[src/rtl/condicionador_botoes.sv]
//------------------------------------------------------------------------------
// condicionador_botoes: synchronizes, debounces and validates player buttons
// and the start button. Rev 1.0
//------------------------------------------------------------------------------
`default_nettype none

module condicionador_botoes #(
  parameter int DEBOUNCE_CICLOS = 50000
) (
  input  logic       clock,
  input  logic       reset,
  input  logic [3:0] botoes,
  input  logic       jogar,
  output logic [3:0] botoes_limpos,
  output logic       jogada,
  output logic       jogar_pulso,
  output logic       invalida,
  output logic [3:0] db_estado
);

  localparam int CW = (DEBOUNCE_CICLOS > 1) ? $clog2(DEBOUNCE_CICLOS) : 1;
  localparam logic [CW-1:0] CNT_MAX = CW'(DEBOUNCE_CICLOS - 1);

  localparam logic [1:0] OCIOSO      = 2'd0;
  localparam logic [1:0] FILTRANDO   = 2'd1;
  localparam logic [1:0] PRESSIONADO = 2'd2;
  localparam logic [1:0] SOLTANDO    = 2'd3;

  logic [3:0]    botoes_meta_q, botoes_sync_q;
  logic          jogar_meta_q, jogar_sync_q;

  logic [1:0]    estado_q, estado_d;
  logic [3:0]    candidato_q, candidato_d;
  logic [CW-1:0] cnt_q, cnt_d;
  logic [3:0]    limpos_q, limpos_d;
  logic          jogada_q, jogada_d;
  logic          invalida_q, invalida_d;

  logic          estavel_q, estavel_d;
  logic [CW-1:0] jcnt_q, jcnt_d;
  logic          pulso_q, pulso_d;

  logic          candidato_onehot;

  // Two-flop synchronizers; nothing downstream looks at the raw inputs.
  always_ff @(posedge clock or posedge reset) begin
    if (reset) begin
      botoes_meta_q <= 4'b0000;
      botoes_sync_q <= 4'b0000;
      jogar_meta_q  <= 1'b0;
      jogar_sync_q  <= 1'b0;
    end else begin
      botoes_meta_q <= botoes;
      botoes_sync_q <= botoes_meta_q;
      jogar_meta_q  <= jogar;
      jogar_sync_q  <= jogar_meta_q;
    end
  end

  assign candidato_onehot = (candidato_q != 4'b0000) &&
                            ((candidato_q & (candidato_q - 4'd1)) == 4'b0000);

  always_comb begin
    estado_d    = estado_q;
    candidato_d = candidato_q;
    cnt_d       = cnt_q;
    limpos_d    = limpos_q;
    jogada_d    = 1'b0;
    invalida_d  = 1'b0;
    case (estado_q)
      OCIOSO: begin
        if (botoes_sync_q != 4'b0000) begin
          candidato_d = botoes_sync_q;
          cnt_d       = '0;
          estado_d    = FILTRANDO;
        end
      end
      FILTRANDO: begin
        if (botoes_sync_q == 4'b0000) begin
          estado_d = OCIOSO;
        end else if (botoes_sync_q != candidato_q) begin
          candidato_d = botoes_sync_q;
          cnt_d       = '0;
        end else if (cnt_q != CNT_MAX) begin
          cnt_d = cnt_q + 1'b1;
        end else begin
          // Pattern stable for the full window: accept or reject it once.
          estado_d = PRESSIONADO;
          if (candidato_onehot) begin
            limpos_d = candidato_q;
            jogada_d = 1'b1;
          end else begin
            invalida_d = 1'b1;
          end
        end
      end
      PRESSIONADO: begin
        if (botoes_sync_q == 4'b0000) begin
          cnt_d    = '0;
          estado_d = SOLTANDO;
        end
      end
      SOLTANDO: begin
        if (botoes_sync_q != 4'b0000) begin
          estado_d = PRESSIONADO;
        end else if (cnt_q == CNT_MAX) begin
          estado_d = OCIOSO;
        end else begin
          cnt_d = cnt_q + 1'b1;
        end
      end
      default: estado_d = OCIOSO;
    endcase
  end

  always_comb begin
    estavel_d = estavel_q;
    jcnt_d    = jcnt_q;
    pulso_d   = 1'b0;
    if (jogar_sync_q == estavel_q) begin
      jcnt_d = '0;
    end else if (jcnt_q != CNT_MAX) begin
      jcnt_d = jcnt_q + 1'b1;
    end else begin
      estavel_d = jogar_sync_q;
      jcnt_d    = '0;
      pulso_d   = jogar_sync_q;
    end
  end

  always_ff @(posedge clock or posedge reset) begin
    if (reset) begin
      estado_q    <= OCIOSO;
      candidato_q <= 4'b0000;
      cnt_q       <= '0;
      limpos_q    <= 4'b0000;
      jogada_q    <= 1'b0;
      invalida_q  <= 1'b0;
      estavel_q   <= 1'b0;
      jcnt_q      <= '0;
      pulso_q     <= 1'b0;
    end else begin
      estado_q    <= estado_d;
      candidato_q <= candidato_d;
      cnt_q       <= cnt_d;
      limpos_q    <= limpos_d;
      jogada_q    <= jogada_d;
      invalida_q  <= invalida_d;
      estavel_q   <= estavel_d;
      jcnt_q      <= jcnt_d;
      pulso_q     <= pulso_d;
    end
  end

  assign botoes_limpos = limpos_q;
  assign jogada        = jogada_q;
  assign invalida      = invalida_q;
  assign jogar_pulso   = pulso_q;
  assign db_estado     = {2'b00, estado_q};

endmodule

`default_nettype wire

[config.mk]
export PLATFORM = sky130hd
export DESIGN_NAME = condicionador_botoes
export DESIGN_NICKNAME = d
export VERILOG_FILES = /design/src/rtl/condicionador_botoes.sv
export SDC_FILE = /design/constraint.sdc
export NUM_CORES = 1
export LEC_CHECK = 0
export CORE_ASPECT_RATIO = 1.5
export CORE_MARGIN = 4
export CORE_UTILIZATION = 50
export CTS_BUF_LIST = sky130_fd_sc_hd__clkbuf_16
export DETAILED_ROUTE_END_ITERATION = 6
export GPL_TIMING_DRIVEN = 0
export PLACE_DENSITY = 0.72
export SLEW_MARGIN = 10
export SYNTH_ARGS = -nofsm -noshare
export SYNTH_HDL_FRONTEND = slang
export SYNTH_SLANG_ARGS = --single-unit
[constraint.sdc]
create_clock -name clock -period 2.2 [get_ports clock]
set_clock_uncertainty 0.2 [all_clocks]
set_input_delay 0.44 -clock clock [delete_from_list [all_inputs] [get_ports clock]]
set_output_delay 0.44 -clock clock [all_outputs]
set_load 0.005 [all_outputs]
==> results by stage, run 1 <==
Timing:
- After layout, the worst path uses 105% of the clock period.
- The final count of negative-setup-slack endpoints is 20.
- Static timing analysis puts the maximum clock frequency at roughly 430 MHz.
- Once routing completed, OpenROAD measured the worst setup slack at -0.118 ns.
- At the pin with the least slew margin, the transition time is ~0.63 ns.
- Setup repair after global routing could not meet its margin everywhere.
- The worst slew margin relative to its limit is ~58%.
- The final hold violation count is 0.
- For the finished layout, the period the worst path requires is 2.32 ns.
- The number of max-slew violations in the final report came to 0.
- The setup total negative slack is -1.50 ns.

Hold path:
- The kind of path behind the tightest hold check is reg -> reg.
- The worst hold path passes through 0 cells.
- The hold path endpoint is jogar_sync_q.
- The source of the worst hold timing path is jogar_meta_q.

Critical path:
- Data on the critical path is required at its endpoint by approximately 2.2 ns.
- The nature of the critical path endpoint is a register.
- STA puts the critical path data arrival time at 2.28 ns.
- STA classifies the critical path startpoint as a register.
- The origin of the critical flop-to-flop path is cnt_q[4].
- The end of the worst register-to-register path is cnt_q[5].
- The number of cells on the worst reg-to-reg path is 6.
- The worst setup path is of the reg -> reg kind.
- The worst register-to-register path has a setup slack of -0.12 ns.
- The largest fanout of any net on the critical path is 7.

Synth:
- The synthesized netlist cell count is around 250.
- Sorting the synthesized cells by area gives the leading types as dfrtp_1, a221o_1, xor2_1.
- The part of the Yosys area used for sequential elements is a little over half.
- The number of different library cells used by synthesis comes to between 40 and 50.
- The fraction of post-synthesis cell area in the top cell type by area is between 50% and 60%.
- Synthesis inferred 56 register bits.
- Of the post-synthesis cell area, the part taken by muxes is under 10%.
- The post-synthesis instance area is roughly 2700 um^2.
- The warning count from the yosys run is 0.
- The synthesized netlist devotes a little under a quarter of its cell area to simple gates.
- Summing the areas of all fa, ha and maj instances in the mapped netlist gives less than 1% of the synthesized area.
- The dominant synthesized flop cell is dfrtp_1.
- The combinational family with the most area after synthesis is simple AND/OR/NAND/NOR gates.
- The post-synthesis compound-gate area fraction is a little under 9%.
- For this run, asynchronously set or reset flops after synthesis account for 100%.
- The library cell with the largest summed area after synthesis is dfrtp_1.
- Counting flops with a built-in enable in the synthesized netlist gives 0.
- The xor and xnor fraction of the mapped netlist area is ~6.6%.
- After synthesis, the mean cell area works out to roughly 11 um^2.

Global routing:
- Global routing finished with a remaining overflow of 0.
- The initial antenna violation count is 0.
- The first global-routing pass estimated between 9 and 10 mm of wire.
- The number of global-route vias before repair was between 1500 and 2000.
- Global routing consumed, over all layers together, a little under a fifth of the routing resources.
- The pin count of the biggest net entering global routing is 30.

CTS:
- The number of sinks handled by clock tree synthesis is 56.
- The number of levels the H-tree was split into is 2.
- The TritonCTS clock tree is built.
- After clock tree synthesis, the clock-pin slew on the worst setup and hold paths is approximately 0.07 ns.
- The root buffer cell chosen for the clock tree is clkbuf_16.
- In this run the deepest clock path goes through 2 buffers.
- The clock latency on the worst-skew pair is slightly below 0.3 ns.
- The number of CTS-inserted buffers is 5.

Layout:
- The layout-stage area growth over the synthesis result is 23.2%.
- The area of all placed cells without fillers is between 3000 and 4000 um^2.
- The filler cells instantiated in the layout total between 400 and 500.
- Summing all multi-input logic gate instances after layout gives ~1300 um^2.
- The number of diodes added for antenna fixing is 0.
- In the final layout, flip-flops and latches occupy ~1400 um^2.
- The share of post-route cells with drive strength above 1 is 20.8%.
- At the end of the flow, the number of nets in the layout was 292.
- After the flow finishes, the layout carries non-filler instances totaling roughly 350.

Place:
- Before CTS, the worst setup slack after placement is -0.383 ns.
- The post-detailed-placement half-perimeter wirelength is between 3 and 4 mm.
- The total placed cells including tap cells is around 330.
- The weighted congestion at the end of routability-driven global placement is approximately 0.83.
- The number of buffers added on ports is 15.
- The placed cell area is around 3000 um^2.

Routing:
- In this run, the number of DRC markers left after iteration 0 of detailed routing was approximately 140.
- The total length of routed wires is roughly 5.2 mm.
- The routed wire length per instance is about 15 um.
- Across all layers, the routed design uses around 2000 vias.
- The number of DRC violations after detailed routing is 0.
- The first TritonRoute pass finished after 4 iterations.
- The average via count per standard cell is ~5.7.
- The remaining number of nets flagged by the antenna check after routing is 0.

Floorplan:
- The floorplan die height is ~98 um.
- The effective utilization at floorplan is a little over 50%.
- The die covers about 6600 um^2.
- The top-level port count is 18.
- In this run the standard cell core region covers approximately 5200 um^2.
- Row generation in the floorplan step produced 32 rows.
- From left edge to right edge, the die measures a little under 70 um.

Outcome:
- The final reports fail on negative setup slack.
- The run finished, with violations left.

Power and ir drop:
- The total power consumption of the routed design is just under 2 mW.
- The peak ir drop on the vdd network is 0.366 mV.
- For this design the ratio of total power to cell area is 592 nW/um^2.
- The leakage power of the design is around 1.4 nW.

Run:
- The number of max-cap violations is 0.
-- power by group --
group          internal (mW)  switching (mW)  leakage (nW)
combinational         0.0517          0.0659         0.601
clock                  0.420           0.343        0.0736
sequential              1.05          0.0214         0.739
-- repair_timing --
item | in CTS | in global routing
hold buffers | 0 | 0
buffers inserted | 9 | 2
pin swaps | 5 | 8
cloned | 2 | 0
setup endpoints to repair | 21 | 31
gates resized for setup | 14 | 12
-- per-layer routing --
metal / wire, um / GRT usage (%) / up-vias
met5: 0 / 0 / -
met4: 115 / 6.56 / 0
met3: 152 / 3.24 / 11
met2: 2890 / 31.3 / 35
met1: 2080 / 21.7 / 987
li1: - / - / 966
-- critical path, cell delays in order (launching register included) --
cell     delay (ns)
dfrtp_1        0.39
or4b_4         0.55
or4_4          0.44
nand2_4        0.10
nor2_4         0.07
buf_6          0.15
a221o_1        0.30
-- synthesized netlist by cell type, types with 2 or more instances --
| library cell | count |
|---|---|
| a21oi_1 | 2 |
| a221o_1 | 13 |
| and2_1 | 2 |
| and3_1 | 6 |
| and4_1 | 2 |
| buf_4 | 3 |
| buf_6 | 2 |
| clkbuf_1 | 5 |
| dfrtp_1 | 56 |
| ha_1 | 2 |
| inv_1 | 2 |
| mux2_1 | 5 |
| mux2_2 | 5 |
| nand2_1 | 18 |
| nand3_1 | 17 |
| nand4_1 | 4 |
| nand4b_1 | 3 |
| nor2_1 | 26 |
| nor2_2 | 2 |
| nor2b_1 | 2 |
| nor3_1 | 14 |
| nor4_1 | 5 |
| nor4_2 | 3 |
| nor4b_1 | 2 |
| o21ai_0 | 6 |
| o31ai_1 | 2 |
| or2_2 | 2 |
| or3_1 | 2 |
| xnor2_1 | 8 |
| xor2_1 | 12 |
-- registers in the layout (all words and copies together) (netlist names), named ones only --
name and cells:
cnt_q 16, estado_q 1, jogar_meta_q 1, jogada 1, botoes_sync_q 4, jcnt_q 16
estavel_q 1, jogar_sync_q 1, jogar_pulso 1, invalida 1, botoes_limpos 4, candidato_q 4
botoes_meta_q 4
-- layout by cell type (no fill, tap or decap), drive strengths merged, types with 2 or more instances in the layout --
master	Yosys	routed
dfrtp	56	56
nor2	28	28
nand2	19	19
buf	5	19
nand3	17	17
clkdlybuf4s50	0	15
nor3	14	14
a221o	13	13
xor2	12	12
mux2	10	10
clkbuf	5	9
xnor2	8	8
nor4	8	8
and3	6	6
o21ai	6	6
nand4	4	4
nand4b	3	3
inv	3	3
a21oi	3	3
clkinv	0	3
and4	2	2
or2	2	2
nor4b	2	2
or3	2	2
nor2b	2	2
and2	2	2
o31ai	2	2
conb	1	2
ha	2	2
-- area by class of cell --
cell class              count  area share, %
inverters                   3          0.342
multi-input cells         179           39.4
plain buffers               9           2.09
repair buffers             29           8.58
flip-flops and latches     56           42.6
clock buffers               5           3.80
well taps                  68           2.58
clock inverters             3          0.570
-- cells by family after synthesis --
group,Yosys count
buf+inv,13
compound gates,28
xor+xnor,20
flops,56
simple gates,116
mux,11
fa+ha+maj,2
other cells,1
-- metrics by stage --
stage | hold slack (ns) | utilization, %
6_report | 0.148 | 63.8
5_1_grt | 0.161 | 63.8
4_1_cts | 0.151 | 62.8
3_5_place_dp | 0.135 | 57.2
3_3_place_gp | 0.132 | 56.8
2_1_floorplan | 0.131 | -
-- worst max-delay path by stage --
stage                startpoint      endpoint  cells past startpoint
3_3_place_gp              reset  jogar_meta_q                      2
2_1_floorplan         cnt_q[13]     cnt_q[15]                      6
5_1_grt        botoes_sync_q[1]     cnt_q[13]                      6
6_report               cnt_q[4]      cnt_q[5]                      6
3_5_place_dp   botoes_sync_q[1]      cnt_q[5]                      6
4_1_cts                cnt_q[4]      cnt_q[5]                      6
Power figures use the tool's default switching activity.
==> inputs of run 2 (changes only) <==
--- a/config.mk
+++ b/config.mk
@@ -11,7 +11,8 @@
 export CTS_BUF_LIST = sky130_fd_sc_hd__clkbuf_16
 export DETAILED_ROUTE_END_ITERATION = 6
 export GPL_TIMING_DRIVEN = 0
-export PLACE_DENSITY = 0.72
+export PLACE_DENSITY = 0.69
+export SKIP_CTS_REPAIR_TIMING = 1
 export SLEW_MARGIN = 10
 export SYNTH_ARGS = -nofsm -noshare
 export SYNTH_HDL_FRONTEND = slang
==> constraint.sdc (replaced) <==
create_clock -name clock -period 2.7 [get_ports clock]
set_clock_uncertainty 0.2 [all_clocks]
set_input_delay 0.54 -clock clock [delete_from_list [all_inputs] [get_ports clock]]
set_output_delay 0.54 -clock clock [all_outputs]
set_load 0.005 [all_outputs]
==> run 2 against run 1 <==
Effect of this change: the run now ends clean; core utilization decreased by 4.1 points; first-iteration DRC count decreased by 36%; register-to-register slack improved by 0.23 ns; worst setup slack improved by 0.23 ns; non-clock buffer count decreased by 12.
==> results by stage, run 2 (synthesis gave the netlist of run 1 again) <==
Timing:
- The final hold violation count is 0.
- The worst-margin pin slew is around 0.65 ns.
- The worst hold margin is roughly 0.14 ns.
- Setup violations remaining at the end of the flow were counted as 0.
- Setup repair after global routing left no endpoint under its margin.
- The post-layout minimum cycle time is ~2.6 ns.
- The period utilization is 95.7%.
- The worst slew margin relative to its limit is between 50 and 60%.
- Static timing analysis puts the maximum clock frequency at around 390 MHz.
- In the post-route analysis, the smallest setup slack over all paths is about 0.12 ns.
- The number of max-slew violations in the final report is 0.

CTS:
- The number of levels the H-tree was split into is 2.
- The clock drives 56 sinks.
- Clock-pin slew was measured on the worst setup and hold paths at 0.07 ns.
- The number of clock buffers added by TritonCTS is 5.
- The TritonCTS clock tree is built.
- The buffer cell driving the clock tree root is clkbuf_16.
- The buffer levels on the longest clock path is 2.
- The clock latency on the worst-skew pair is about 0.29 ns.

Routing:
- For this block, the via count after detailed routing is 1922.
- In the final routed layout, each cell accounts on average for 15.1 um.
- The average via count per standard cell is 5.67.
- Wires add up to ~5.1 mm.
- In the routed design, unresolved DRC markers number 0.
- The detailed-routing iteration count for the pre-antenna-repair pass is 4.
- The starting DRC count in detailed routing is 91.
- In this run the remaining antenna-violating nets after routing total 0.

Floorplan:
- The die span in x is 67.7 um.
- The die area is between 6000 and 7000 um^2.
- The floorplan step defined a core boundary enclosing approximately 5200 um^2.
- The initial utilization of the core area, before any placement, comes to 51.8%.
- In this run the count of I/O pins placed on the die edge is 18.
- After floorplanning, the core was divided into 32 placement rows.
- The floorplan die height is about 98 um.

Power and ir drop:
- The leakage power of the design is 1.31 nW.
- The power density over the cells is ~510 nW/um^2.
- After layout, the design draws a total of 1.57 mW.
- The peak ir drop on the vdd network is 0.344 mV.

Place:
- The congestion estimate from routability-driven global placement came to 0.801.
- The HPWL after detailed placement is 3.54 mm.
- In this run the tool buffered the top-level ports with 15 buffer cells.
- The placed instances occupy a cell area of ~2900 um^2.
- At the placement stage, the worst setup path has a slack of approximately 0.12 ns.

Layout:
- In the final design database the tool counted 280 nets.
- The number of antenna diodes in the final layout is 0.
- The leading cell type in the layout, fill and taps excluded is dfrtp_1.
- Compared with the post-synthesis result, the final layout area differs by 15.2%.
- Once layout is done, the placed cells without fillers occupy a little over 3000 um^2.
- The largest registers in the layout are cnt_q (16), jcnt_q (16).
- The top cell types in the final layout, fill and taps aside, are dfrtp_1, nor2_1, nand2_1, nand3_1, clkdlybuf4s50_1.
- The share of post-route cells with drive strength above 1 is 11.8%.

Critical path:
- The origin of the critical flop-to-flop path is cnt_q[0].
- The launch point of the worst path is cnt_q[0].
- The type of the setup path with the least slack is reg -> reg.
- Of all nets on the critical path, the largest fanout is 10.
- STA classifies the critical path startpoint as a register.
- The critical path required time is about 2.7 ns.
- STA classifies the critical path endpoint as a register.
- The arrival time reported for the critical path endpoint is ~2.6 ns.

Outcome:
- The flow ran to the end, and the final reports show no timing, DRC or antenna violations.

Global routing:
- The initial antenna violation count was 0.
- The pin count of the biggest net entering global routing is 36.
- The global-route wire length before repair is approximately 8.7 mm.
- For this run, the total global-route usage over all layers was measured as between 15 and 20%.
- The number of global-route vias before repair is around 1900.
- Global routing finished with a remaining overflow of 0.

Hold path:
- In this run the most critical hold path is launched from jogar_meta_q.
- The kind of path behind the tightest hold check is reg -> reg.

Run:
- The number of max-cap violations is 0.
## run 2: where the power goes
group | leakage [nW] | internal [mW] | switching, mW
Combinational | 0.499 | 0.0342 | 0.0481
Clock | 0.0657 | 0.337 | 0.276
Sequential | 0.743 | 0.855 | 0.0166
Total | 1.31 | 1.23 | 0.341
## run 2: path summary, 6_finish.rpt
path                       cells after the start                to  slack (ns)
min                                            0      jogar_sync_q        0.14
max reg2reg                                    7          cnt_q[4]        0.12
min in group asynchronous                      2  botoes_limpos[2]        0.40
max in group asynchronous                      3         cnt_q[13]        1.37
max                                            7          cnt_q[4]        0.12
min reg2reg                                    0      jogar_sync_q        0.14
## run 2: per-layer routing
layer,up-vias,global-route usage (%),part of all wire (%)
met3,6,2.89,2.5
met1,950,20.0,43
li1,936,-,-
met5,-,0,0
met2,30,29.6,53
met4,0,5.94,1.4
## run 2: critical path, stage by stage, from the launching register on
cell and delay, ns:
dfrtp_1 0.39, ha_1 0.32, nand4bb_1 0.25, or4_4 0.61, nand2_4 0.11, nor2_2 0.09
buf_6 0.17, a221o_1 0.32
## run 2: cell type report
class / count / area (um^2)
clock buffer: 5 / 125
timing repair buffer: 16 / 170
tap: 68 / 85.1
buffer: 10 / 65.1
sequential: 56 / 1400
clock inverter: 2 / 12.5
fill: 445 / 2080
inverter: 3 / 11.3
multi-input combinational: 179 / 1210
## run 2: per-stage QoR
stage                     utilization [%]  setup TNS (ns)  instances
after floorplan                         -               0        248
after global placement               56.4          -22.36        331
after detailed placement             56.8               0        332
after CTS                            59.4               0        339
after global routing                 59.6               0        339
final                                59.6               0        339
==> inputs of run 3 (changes only) <==
--- a/config.mk
+++ b/config.mk
@@ -10,9 +10,11 @@
 export CORE_UTILIZATION = 50
 export CTS_BUF_LIST = sky130_fd_sc_hd__clkbuf_16
 export DETAILED_ROUTE_END_ITERATION = 6
+export GPL_ROUTABILITY_DRIVEN = 0
 export GPL_TIMING_DRIVEN = 0
 export PLACE_DENSITY = 0.69
 export SKIP_CTS_REPAIR_TIMING = 1
+export SKIP_LAST_GASP = 1
 export SLEW_MARGIN = 10
 export SYNTH_ARGS = -nofsm -noshare
 export SYNTH_HDL_FRONTEND = slang
==> results of run 3 <==
No change in the layout: final DEF, timing and power equal those of run 2.
